==> src/rtl/lab2_disp_scheduler.sv <==
// Two-digit seven-segment display scheduler: show/blank dwell FSM with frame-aligned digit commit.
// Optional brightness PWM on the show states is built when LAB2_DIM_EN is defined.
module lab2_disp_scheduler #(
  parameter int REFRESH_CNT = 24000,
  parameter int BLANK_CNT   = 480
) (
  input  logic       clk,
  input  logic       reset,
  input  logic [3:0] s1_in,
  input  logic [3:0] s2_in,
  input  logic       upd,
`ifdef LAB2_DIM_EN
  input  logic [3:0] duty,
`endif
  output logic [3:0] s1_q,
  output logic [3:0] s2_q,
  output logic       enabler,
  output logic       blank,
  output logic       pending,
  output logic       frame_tick
);
  localparam int MAXC  = (REFRESH_CNT > BLANK_CNT) ? REFRESH_CNT : BLANK_CNT;
  localparam int CNT_W = $clog2(MAXC + 1);
  localparam logic [CNT_W-1:0] SHOW_LAST = CNT_W'(REFRESH_CNT - 1);
  localparam logic [CNT_W-1:0] BLK_LAST  = CNT_W'((BLANK_CNT > 0) ? BLANK_CNT - 1 : 0);

  typedef enum logic [1:0] {SHOW1, BLANK1, SHOW2, BLANK2} state_t;

  state_t           state, nstate;
  logic [CNT_W-1:0] cnt;
  logic [7:0]       shadow;
  logic             commit, adv, blank_st, show_st;

  always_comb begin
    nstate   = state;
    enabler  = 1'b0;
    blank_st = 1'b0;
    case (state)
      SHOW1: if (cnt == SHOW_LAST) nstate = (BLANK_CNT > 0) ? BLANK1 : SHOW2;
      BLANK1: begin
        blank_st = 1'b1;
        if (cnt == BLK_LAST) nstate = SHOW2;
      end
      SHOW2: begin
        enabler = 1'b1;
        if (cnt == SHOW_LAST) nstate = (BLANK_CNT > 0) ? BLANK2 : SHOW1;
      end
      BLANK2: begin
        enabler  = 1'b1;
        blank_st = 1'b1;
        if (cnt == BLK_LAST) nstate = SHOW1;
      end
      default: nstate = SHOW1;
    endcase
    adv     = (nstate != state);
    commit  = adv && (nstate == SHOW1);
    show_st = ~blank_st;
  end

  always_ff @(posedge clk) begin
    if (reset) begin
      state      <= SHOW1;
      cnt        <= '0;
      s1_q       <= '0;
      s2_q       <= '0;
      shadow     <= '0;
      pending    <= 1'b0;
      frame_tick <= 1'b0;
    end else begin
      state      <= nstate;
      cnt        <= adv ? '0 : cnt + CNT_W'(1);
      frame_tick <= commit;
      if (upd) shadow <= {s1_in, s2_in};
      // An upd landing on the commit edge wins over whatever the shadow held.
      if (commit) begin
        if (upd)          {s1_q, s2_q} <= {s1_in, s2_in};
        else if (pending) {s1_q, s2_q} <= shadow;
        pending <= 1'b0;
      end else if (upd) begin
        pending <= 1'b1;
      end
    end
  end

`ifdef LAB2_DIM_EN
  logic [3:0] pwm_cnt;

  always_ff @(posedge clk) begin
    if (reset) pwm_cnt <= '0;
    else       pwm_cnt <= pwm_cnt + 4'd1;
  end

  assign blank = blank_st | (show_st & (pwm_cnt > duty));
`else
  assign blank = blank_st | (show_st & 1'b0);
`endif

endmodule

==> config.mk <==
export PLATFORM = sky130hd
export DESIGN_NAME = lab2_disp_scheduler
export DESIGN_NICKNAME = d
export VERILOG_FILES = /design/src/rtl/lab2_disp_scheduler.sv
export SDC_FILE = /design/constraint.sdc
export NUM_CORES = 1
export LEC_CHECK = 0
export ABC_CLOCK_PERIOD_IN_PS = 3300
export BUFFER_PORTS_ARGS = -buffer_cell sky130_fd_sc_hd__buf_2
export CORE_MARGIN = 2
export CORE_UTILIZATION = 49
export CTS_BUF_LIST = sky130_fd_sc_hd__clkbuf_4 sky130_fd_sc_hd__clkbuf_8
export CTS_CLUSTER_DIAMETER = 150
export CTS_CLUSTER_SIZE = 40
export DETAILED_ROUTE_END_ITERATION = 10
export GPL_TIMING_DRIVEN = 0
export PLACE_DENSITY = 0.71
export SYNTH_ARGS = -nofsm -noshare
export SYNTH_HDL_FRONTEND = slang
export SYNTH_SLANG_ARGS = --single-unit
==> constraint.sdc <==
create_clock -name clk -period 3.3 [get_ports clk]
set_clock_uncertainty 0.15 [all_clocks]
set_input_delay 0.825 -clock clk [delete_from_list [all_inputs] [get_ports clk]]
set_output_delay 0.825 -clock clk [all_outputs]
set_load 0.005 [all_outputs]
==> results.md, run 1 <==
- The count of buffers inserted at the top-level ports is 21.
- Entering global routing, the biggest net connects 12 pins.
- The antenna diode count is 0.
- The detailed-route vias per instance is 5.10.
- The via count of the first global-routing pass is 999.
- In this run, the number of DRC markers left after iteration 0 of detailed routing was 32.
- The routability congestion estimate from global placement is 0.731.
- The path category of the worst min-delay check is reg2reg.
- The maximum resistive drop on vdd is 0.000436 V.
- The via count is 1046.
- The finished cells cover 0.00164 mm^2.
- Setup violations remaining at the end of the flow were counted as 0.
- Counting every instance in the synthesized netlist gives 145.
- The number of nets in the layout is 185.
- Dividing total power by cell area gives a power density of 427 mW/mm^2.
- The final-report max-slew violation count is 0.
- In this run, post-CTS repair resized a total of 0 instances.
- The max capacitance violation total is 0.
- The core region is 0.00278 mm^2.
- Counting instances in the post-synthesis netlist gives the leading cell types as sky130_fd_sc_hd__dfxtp_1 (35), sky130_fd_sc_hd__nor2_1 (30), sky130_fd_sc_hd__xnor2_1 (12), sky130_fd_sc_hd__mux2i_1 (8), sky130_fd_sc_hd__nor2b_1 (8).
- The total number of yosys warnings is 0.
- Ranked by total cell area, the synthesized netlist is headed by sky130_fd_sc_hd__dfxtp_1 (49%), sky130_fd_sc_hd__nor2_1 (7.8%), sky130_fd_sc_hd__xnor2_1 (7.3%).
- The number of nets in the synthesized netlist is 157.
- The setup TNS is 0 ns.
- The startpoint type of the worst setup path is a register.
- In this run the post-CTS setup repair buffer count came out at 0.
- For this run, the slowest stage of the critical path takes 0.58 ns.
- The number of hold buffers added after cts is 0.
- In this run the mean area of a mapped cell was 9.91 um^2.
- The number of filler cells placed in the layout is 253.
- Setup repair after global routing left no endpoint under its margin.
- The mapped cell area is 0.00144 mm^2.
- The die outline area is 0.00338 mm^2.
- The type of the worst setup path is reg2reg.
- The tree built by TritonCTS fans out to 35 sinks.
- The final period utilization is 0.722.
- For this configuration, the core starts out at a cell density of 0.516.
- The worst hold slack after final layout is 0.340 ns.
- At the later pin of the worst-skew pair, clock insertion delay measures 0.34 ns.
- The run finished with clean final reports.
- The detailed-routing iteration count for the pre-antenna-repair pass is 4.
- The worst slew slack as a fraction of its limit is 0.595.
- Relative to the synthesized area, the layout overhead comes to 14.0%.
- The first global-routing pass estimated 4250 um of wire.
- The overflow left after global routing is 0.
- The number of hold violations in the final report is 0.
- Of the synthesized area, sequential elements account for 0.488.
- In this run the clock root is driven by a sky130_fd_sc_hd__clkbuf_4.
- 23 I/O pins were placed.
- The placement row count is 19.
- In the global route stage, overall resource usage came out at 0.167.
- The data arrival time of the critical path is 2.47 ns.
- In the routed design, unresolved DRC markers number 0.
- The y dimension of the die is 58.1 um.
- The die width is 58.1 um.
- The number of routed nets with antenna violations is 0.
- The H-tree generated during clock tree synthesis spans 2 levels.
- The number of enable-type register cells in the synthesized netlist is 0.
- At the worst endpoint, the required time is 3.39 ns.
- The number of CTS-inserted buffers is 5.
- Dividing the detail-routed wire length by the instance count gives 11.6 um.
- The most used flip-flop cell after synthesis is sky130_fd_sc_hd__dfxtp_1.
- In the final layout, the multi-input gates occupy 693 um^2.
- The actual slew at the worst max-slew pin is 0.608 ns.
- The cell type with the highest aggregate area in the netlist is sky130_fd_sc_hd__dfxtp_1.
- The most common cell in the synthesized netlist is sky130_fd_sc_hd__dfxtp_1.
- The share of layout cells above drive strength 1 is 0.247.
- Summed over all cells, the static leakage comes to 0.707 nW.
- The smallest clock period supported by the final layout is computed as 2.38 ns.
- In this run the deepest clock path goes through 2 buffers.
- The number of antenna violations at the first check in global routing is 0.
- Synthesis inferred 35 register bits.
- The type of element capturing the critical path is a register.
- The design draws 0.699 mW.
- Yosys mapped the design onto 25 distinct sky130hd cell types.
- For this design, the slowest cell found on the critical path is sky130_fd_sc_hd__nor4_4.
- The clock edge transition at the registers on the reported setup and hold paths is 0.10 ns.
- The placed instance area is 0.00158 mm^2.
- The CTS tree is built.
- The largest fanout on the critical path is 8.
- The fraction of synthesized cell area taken by the top area cell type is 0.488.
- The share of async-settable or async-resettable flops after synthesis is 0.
- For this block, the routed nets add up to 2390 um of wire.
- Static timing analysis puts the maximum clock frequency at 0.420 GHz.
- Summed over all nets, the half-perimeter wirelength after detailed placement is 1780 um.
- The critical path goes through ha_1 -> nand4_1 -> nor4_4 -> nand3b_4 -> mux2_4.
- The storage element area is 701 um^2.
metal layers:
metal / wire [um] / GRT usage / vias up
met2: 1130 / 0.253 / 18
met5: 0 / 0 / -
met3: 87 / 0.0491 / 7
met1: 1110 / 0.208 / 484
li1: - / - / 537
met4: 60 / 0.103 / 0
metrics by stage:
stage,std cells,utilization,worst slack (ns)
floorplan,145,-,1.17
global placement,197,0.568,0.948
detailed placement,197,0.568,0.922
CTS,205,0.589,0.923
global route,205,0.589,0.739
finish,205,0.589,0.918
kinds of logic after synthesis:
logic type,synth area share
xor gates and xnor gates,0.0854
AOI/OAI and AO/OA,0.0122
buffers and inverters,0.0296
muxes,0.126
adders and majority gates,0.00871
DFF,0.488
and+or+nand+nor,0.250
layout make-up:
cell class                      instances  share of cell area
Tap cell                               31              0.0237
Inverter                                5              0.0115
Buffer                                  6              0.0145
Timing Repair Buffer                   21              0.0642
Multi-Input combinational cell         99               0.423
Clock buffer                            6              0.0275
Clock inverter                          2             0.00764
Sequential cell                        35               0.428
worst max-delay path, delay by kind of cell (launching register included):
| family | cells | cell delay, ns |
|---|---|---|
| DFF | 1 | 0.41 |
| adders and majority gates | 1 | 0.23 |
| muxes | 1 | 0.34 |
| and+or+nand+nor | 3 | 1.15 |
registers in the layout (all words and copies together), names as in the netlist:
register and cells:
cnt 15, shadow 8, s1_q 4, s2_q 4, state 2, frame_tick 1
pending 1
worst paths after layout:
path / from / endpoint / slack (ns) / cells after the start
setup reg to reg: cnt[0] / s1_q[0] / 0.92 / 5
setup / recovery: cnt[0] / s1_q[0] / 0.92 / 5
hold reg to reg: cnt[0] / cnt[0] / 0.34 / 1
hold / removal: cnt[0] / cnt[0] / 0.34 / 1
layout by cell type (no fill, tap or decap), types with 2 or more instances in the layout:
cell type and n:
sky130_fd_sc_hd__buf_2 22, sky130_fd_sc_hd__clkbuf_1 5, sky130_fd_sc_hd__clkbuf_4 6, sky130_fd_sc_hd__dfxtp_1 35, sky130_fd_sc_hd__inv_1 5, sky130_fd_sc_hd__mux2_2 5, sky130_fd_sc_hd__mux2_4 3, sky130_fd_sc_hd__mux2i_1 8
sky130_fd_sc_hd__nand2_1 5, sky130_fd_sc_hd__nand3_1 5, sky130_fd_sc_hd__nand4_1 3, sky130_fd_sc_hd__nor2_1 30, sky130_fd_sc_hd__nor2b_1 8, sky130_fd_sc_hd__nor3_1 4, sky130_fd_sc_hd__nor4_1 5, sky130_fd_sc_hd__xnor2_1 12
sky130_fd_sc_hd__xor2_1 2
power breakdown:
part / internal [mW] / switching, mW
clock network: 0.0903 / 0.136
logic: 0.0159 / 0.0185
registers: 0.432 / 0.00560
Note: power is estimated with default switching activity, not from simulation.
==> run 2, diff against run 1 <==
- ABC_CLOCK_PERIOD_IN_PS: 3300 -> 2500
- clock period: 3.3 -> 2.5 ns (I/O delays scaled with it)
==> run 2 against run 1 <==
  * Global-route usage unchanged
  * Sequential share of layout area decreased by 0.74 points
  * Worst setup slack got worse by 0.73 ns
  * Die area unchanged
  * Total power increased by 33%
  * Via count increased by 3.0%
  * Design area increased by 1.8%
  * Register-to-register slack got worse by 0.73 ns
  * Largest cell class unchanged
==> results.md, run 2 (same netlist as run 1, synthesis figures left out) <==
- The run finished with clean final reports.
- The max capacitance violation total is 0 (unchanged).
- The most flop-heavy register is cnt.
- The initial standard-cell utilization of the core is 0.516 (unchanged).
- The path category of the worst min-delay check is reg2reg.
- The actual slew at the worst max-slew pin came to 0.601 ns (-0.00685 ns).
- The largest fanout on the critical path is 8 (unchanged).
- The setup violation total in the final timing report came to 0 (unchanged).
- The die outline area is 0.00338 mm^2 (unchanged).
- The overflow left after global routing is 0 (unchanged).
- The clock edge transition at the registers on the reported setup and hold paths is 0.11 ns (about the same).
- The number of hold violations in the final report was 0 (unchanged).
- The most common cell after layout, fill and taps aside is sky130_fd_sc_hd__dfxtp_1.
- The number of flip-flops in the largest register came to 15 (unchanged).
- The cell with the largest stage delay on the worst path is sky130_fd_sc_hd__nor4_4.
- The top achievable clock speed is 0.433 GHz (+3.2%).
- The largest net degree at the start of global routing came to 12 (unchanged).
- The number of nets in the layout is 188 (+1.6%).
- The wire length of the first global-routing pass is 4250 um (unchanged).
- The clock latency of the later-clocked register in the worst-skew pair came to 0.34 ns (about the same).
- The type of element capturing the critical path is a register.
- The number of cells after detailed placement is 197 (unchanged).
- Setup repair after global routing left no endpoint under its margin.
- The top cell types in the final layout, fill and taps aside, are sky130_fd_sc_hd__dfxtp_1 (35), sky130_fd_sc_hd__nor2_1 (30), sky130_fd_sc_hd__buf_2 (22), sky130_fd_sc_hd__xnor2_1 (12).
- The required time of the worst setup path is 2.60 ns (-0.79 ns).
- The CTS tree is built.
- The leakage power figure is 0.723 nW (+2.3%).
- The count of unresolved DRC violations after routing is 0 (unchanged).
- The clock period minus final worst setup slack came to 2.31 ns (-0.0734 ns).
- The highest cell delay on the worst timing path was 0.50 ns (-0.08 ns).
- The root buffer cell is sky130_fd_sc_hd__clkbuf_4.
- The total core area is 0.00278 mm^2 (unchanged).
- The maximum resistive drop on vdd is 0.000594 V (+36%).
- The post-route core utilization is 0.599 (+0.0103).
- The placement row count came to 19 (unchanged).
- The DRC marker count from the first detailed-route iteration is 33 (+3.1%).
- The total global routing track utilization came to 0.167 (unchanged).
- The depth of the most critical reg-to-reg path came to 5 (unchanged).
- The worst slew slack as a fraction of its limit is 0.599 (+0.00456).
- The setup TNS came to 0 ns (unchanged).
- The share of layout cells above drive strength 1 is 0.266 (+0.0184).
- The y dimension of the die is 58.1 um (unchanged).
- The via count was 1077 (+3.0%).
- The count of non-filler cells in the finished layout was 208 (+1.5%).
- The final-report max-slew violation count was 0 (unchanged).
- The detail-routed net length per standard cell is 11.9 um (+2.2%).
- The detailed-routing iteration count for the pre-antenna-repair pass came to 4 (unchanged).
- The detailed-route vias per instance is 5.18 (+1.5%).
- The final period utilization was 0.923 (+0.202).
- The worst setup path is of the reg2reg kind.
- The number of antenna violations at the first check in global routing is 0 (unchanged).
- The half-perimeter wire length after placement is 1780 um (unchanged).
- The placed instance area is 0.00158 mm^2 (unchanged).
- The die width came to 58.1 um (unchanged).
- The maximum buffer depth of the clock tree is 2 (unchanged).
- The signal on the critical path passes through ha_1 -> nand4_1 -> nor4_4 -> nand3b_4 -> mux2_4.
- The count of cells along the worst hold path is 1 (unchanged).
- In the final layout, the registers with the most flip-flops are cnt (15), shadow (8).
- Relative to the synthesized area, the layout overhead comes to 16.0%.
- The clock sink count is 35 (unchanged).
- The via count of the first global-routing pass came to 999 (unchanged).
- The I/O pin total was 23 (unchanged).
- The total wirelength of the detailed-routed design is 2480 um (+3.7%).
- The routability congestion estimate from global placement came to 0.731 (unchanged).
- The startpoint type of the worst setup path is a register.
- The antenna diode count is 0 (unchanged).
- The cell area power density is 556 mW/mm^2 (+30%).
- The number of routed nets with antenna violations is 0 (unchanged).
- The deepest level of the CTS H-tree is 2 (unchanged).
- The summed area of non-filler cells in the final layout came to 0.00167 mm^2 (+1.8%).
- The data arrival time of the critical path is 2.40 ns (-0.07 ns).
- The count of buffers inserted at the top-level ports is 21 (unchanged).
- The number of CTS-inserted buffers is 5 (unchanged).
==> run 2: cell count changes in the layout (fill, tap and decap cells not counted) <==
cell / change
sky130_fd_sc_hd__nor4_1: -1
sky130_fd_sc_hd__buf_4: +3
sky130_fd_sc_hd__nor4_2: +1
==> run 2: through the flow <==
| step | hold WS (ns) | total power [mW] | setup WS (ns) |
|---|---|---|---|
| floorplan | 0.291 | 0.620 | 0.373 |
| global placement | 0.315 | 0.634 | 0.148 |
| detailed placement | 0.327 | 0.637 | 0.122 |
| CTS | 0.350 | 0.936 | 0.123 |
| global route | 0.409 | 0.971 | 0.00924 |
| finish | 0.340 | 0.926 | 0.191 |
==> run 2: layout make-up <==
cell class / count / area (um^2)
buffer: 6 / 23.8
clock buffer: 6 / 45.0
clock inverter: 2 / 12.5
fill: 250 / 1110
inverter: 5 / 18.8
multi-input combinational: 99 / 699
sequential: 35 / 701
tap: 31 / 38.8
timing repair buffer: 24 / 128
==> run 2: path summary, 6_finish.rpt <==
path,from,endpoint,slack [ns]
worst max-delay path,cnt[0],s1_q[0],0.19
worst min-delay path,cnt[0],cnt[0],0.34
worst max register to register,cnt[0],s1_q[0],0.19
worst min register to register,cnt[0],cnt[0],0.34
==> run 2: report_power, final <==
group / internal, mW / switching, mW / total [mW] / leakage [nW]
Sequential: 0.570 / 0.00735 / 0.577 / 0.284
Combinational: 0.0210 / 0.0245 / 0.0455 / 0.407
Clock: 0.119 / 0.184 / 0.303 / 0.0317
Total: 0.710 / 0.216 / 0.926 / 0.723
==> run 2: per-layer routing <==
metal | up-vias | global-route usage | wire length, um
li1 | 542 | - | -
met1 | 499 | 0.208 | 1100
met2 | 29 | 0.253 | 1190
met3 | 7 | 0.0491 | 127
met4 | 0 | 0.103 | 60
met5 | - | 0 | 0
==> run 2: timing repair <==
action | CTS | global route
gates resized for setup | 0 | 1
setup endpoints to repair | 0 | 18
hold buffers | 0 | 0
setup buffers | 0 | 3
==> run 2: worst max-delay path: cells and delay by family, from the launching register on <==
kind	cells	cell delay (ns)
adders and majority gates	1	0.23
DFF	1	0.41
muxes	1	0.34
and+or+nand+nor	3	1.09
==> run 3, diff against run 2 <==
- CAP_MARGIN: not set -> 30
- GPL_TIMING_DRIVEN: 0 -> not set
==> run 3 against run 2 <==
  * Critical path depth increased by 1
  * Via count decreased by 4.5%
  * Count of clock-buffer cells in the layout unchanged
  * Register-to-register slack improved by 0.10 ns
  * Critical endpoint is now cnt[10]
  * Sequential share of layout area increased by 1.0 points
  * Sequential power about the same
  * First-iteration DRC count decreased by 9.1%
==> results.md, run 3 (same netlist as run 1, synthesis figures left out) <==
- The I/O pin total is 23 (unchanged).
- The final-report max-slew violation count was 0 (unchanged).
- The antenna diode count is 0 (unchanged).
- The max capacitance violation total is 0 (unchanged).
- The die outline area came to 0.00338 mm^2 (unchanged).
- The detail-routed net length per standard cell is 12.0 um (+1.2%).
- The largest net degree at the start of global routing is 22 (+10).
- The required time of the worst setup path is 2.56 ns (-0.04 ns).
- The maximum buffer depth of the clock tree came to 2 (unchanged).
- The leakage power figure came to 0.706 nW (-2.3%).
- The y dimension of the die came to 58.1 um (unchanged).
- The clock period minus final worst setup slack is 2.21 ns (-0.102 ns).
- The total wirelength of the detailed-routed design is 2420 um (-2.2%).
- The via count is 1028 (-4.5%).
- The worst setup path is captured at a register.
- The setup violation total in the final timing report is 0 (unchanged).
- The maximum resistive drop on vdd came to 0.000474 V (-20%).
- The clock edge transition at the registers on the reported setup and hold paths is 0.10 ns (about the same).
- The placement row count is 19 (unchanged).
- The worst setup path is of the reg2reg kind.
- The total setup buffers inserted after CTS was 0 (unchanged).
- The clock latency of the later-clocked register in the worst-skew pair was 0.33 ns (about the same).
- The number of antenna violations at the first check in global routing was 0 (unchanged).
- In this run the critical register-to-register path is launched from cnt[0].
- The most flop-heavy register is cnt.
- The number of hold violations in the final report is 0 (unchanged).
- The number of flip-flops in the largest register came to 15 (unchanged).
- The startpoint type of the worst setup path is a register.
- The top achievable clock speed came to 0.453 GHz (+4.6%).
- The cell area power density was 567 mW/mm^2 (+2.0%).
- The path category of the worst min-delay check is reg2reg.
- The CTS tree is built.
- The count of unresolved DRC violations after routing is 0 (unchanged).
- The largest fanout on the critical path is 15 (+7).
- The actual slew at the worst max-slew pin was 0.362 ns (-0.239 ns).
- The routability congestion estimate from global placement is 0.803 (+9.8%).
- The initial standard-cell utilization of the core is 0.516 (unchanged).
- The post-cts gate resize count is 0 (unchanged).
- The critical path startpoint is cnt[0].
- The startpoint identified for the worst hold timing path is cnt[0].
- The wire length of the first global-routing pass is 4210 um (-0.96%).
- Traced cell by cell, the critical path runs through ha_1 -> nand4_1 -> nor4_4 -> buf_4 -> a211o_2 -> nor2_1.
- The deepest level of the CTS H-tree is 2 (unchanged).
- CTS placed an instance of sky130_fd_sc_hd__clkbuf_4 at the clock tree root.
- The DRC marker count from the first detailed-route iteration came to 30 (-9.1%).
- The overflow left after global routing came to 0 (unchanged).
- The die width was 58.1 um (unchanged).
- The data arrival time of the critical path is 2.27 ns (-0.13 ns).
- The number of CTS-inserted buffers came to 5 (unchanged).
- The clock sink count was 35 (unchanged).
- Setup repair after global routing left no endpoint under its margin.
- The setup TNS is 0 ns (unchanged).
- The share of layout cells above drive strength 1 is 0.259 (-0.00671).
- The run finished with clean final reports.
- The area growth from synthesis to layout is 13.2%.
- Among all stages on the critical path, the largest delay is contributed by sky130_fd_sc_hd__nor4_4.
- The number of nets in the layout came to 181 (-3.7%).
- In the layout the commonest cells are sky130_fd_sc_hd__dfxtp_1 (35), sky130_fd_sc_hd__nor2_1 (30), sky130_fd_sc_hd__buf_2 (22), sky130_fd_sc_hd__xnor2_1 (12).
- The detailed-routing iteration count for the pre-antenna-repair pass came to 2 (-2).
- The library cell used most frequently in the layout, excluding fill and tap cells, is sky130_fd_sc_hd__dfxtp_1.
- The highest cell delay on the worst timing path came to 0.45 ns (-0.05 ns).
- The half-perimeter wire length after placement came to 1800 um (+1.2%).
- The post-route core utilization is 0.585 (-0.0144).
- The total core area is 0.00278 mm^2 (unchanged).
- The via count of the first global-routing pass is 1004 (+0.50%).
- The number of routed nets with antenna violations is 0 (unchanged).
- The final period utilization is 0.883 (-0.0406).
- The worst slew slack as a fraction of its limit is 0.757 (+0.157).
- The total global routing track utilization was 0.163 (-0.00381).
- The count of buffers inserted at the top-level ports is 22 (+4.8%).
- In the final layout, the registers with the most flip-flops are cnt (15), shadow (8).
- The number of hold buffers added after cts came to 0 (unchanged).
- The detailed-route vias per instance is 5.11 (-1.2%).
-- run 3: worst paths after layout --
| check | endpoint | slack [ns] | cells past startpoint |
|---|---|---|---|
| max reg2reg | cnt[10] | 0.29 | 6 |
| min reg2reg | cnt[0] | 0.35 | 1 |
| min | cnt[0] | 0.35 | 1 |
| max | cnt[10] | 0.29 | 6 |
-- run 3: where the power goes --
| group | internal, mW | leakage, nW | switching [mW] |
|---|---|---|---|
| registers | 0.570 | 0.284 | 0.00716 |
| clock network | 0.119 | 0.0317 | 0.181 |
| logic | 0.0201 | 0.390 | 0.0245 |
| total | 0.710 | 0.706 | 0.212 |
-- run 3: layout make-up --
cell class	count	area, um^2
clock buffer	6	45.0
clock inverter	2	12.5
fill	248	1150
inverter	5	18.8
multi-input combinational	99	693
sequential	35	701
tap	31	38.8
timing repair buffer	23	118
-- run 3: per-layer routing --
layer / global-route usage / wire length [um] / part of all wire / up-vias
li1: - / - / - / 537
met1: 0.191 / 1110 / 0.46 / 475
met3: 0.0491 / 84 / 0.035 / 2
met4: 0.0698 / 12 / 0.0050 / 0
met5: 0 / 0 / 0 / -
met2: 0.276 / 1220 / 0.50 / 14
-- run 3: worst max-delay path, delay by kind of cell, from the launching register on --
| family | cells | cell delay, ns |
|---|---|---|
| AND/OR/NAND/NOR | 3 | 0.85 |
| flip-flops | 1 | 0.40 |
| AO/OA/AOI/OAI | 1 | 0.27 |
| adder cells (fa/ha/maj) | 1 | 0.22 |
| buffers and inverters | 1 | 0.20 |
-- run 3: per-stage QoR --
| step | setup slack, ns | instance area [um^2] | power [mW] | instances | hold WS (ns) |
|---|---|---|---|---|---|
| 2_1_floorplan | 0.373 | 1440 | 0.620 | 145 | 0.291 |
| 3_3_place_gp | 0.386 | 1570 | 0.632 | 193 | 0.308 |
| 3_5_place_dp | 0.307 | 1570 | 0.635 | 193 | 0.332 |
| 4_1_cts | 0.291 | 1630 | 0.931 | 201 | 0.355 |
| 5_1_grt | 0.127 | 1630 | 0.969 | 201 | 0.377 |
| 6_report | 0.293 | 1630 | 0.922 | 201 | 0.347 |
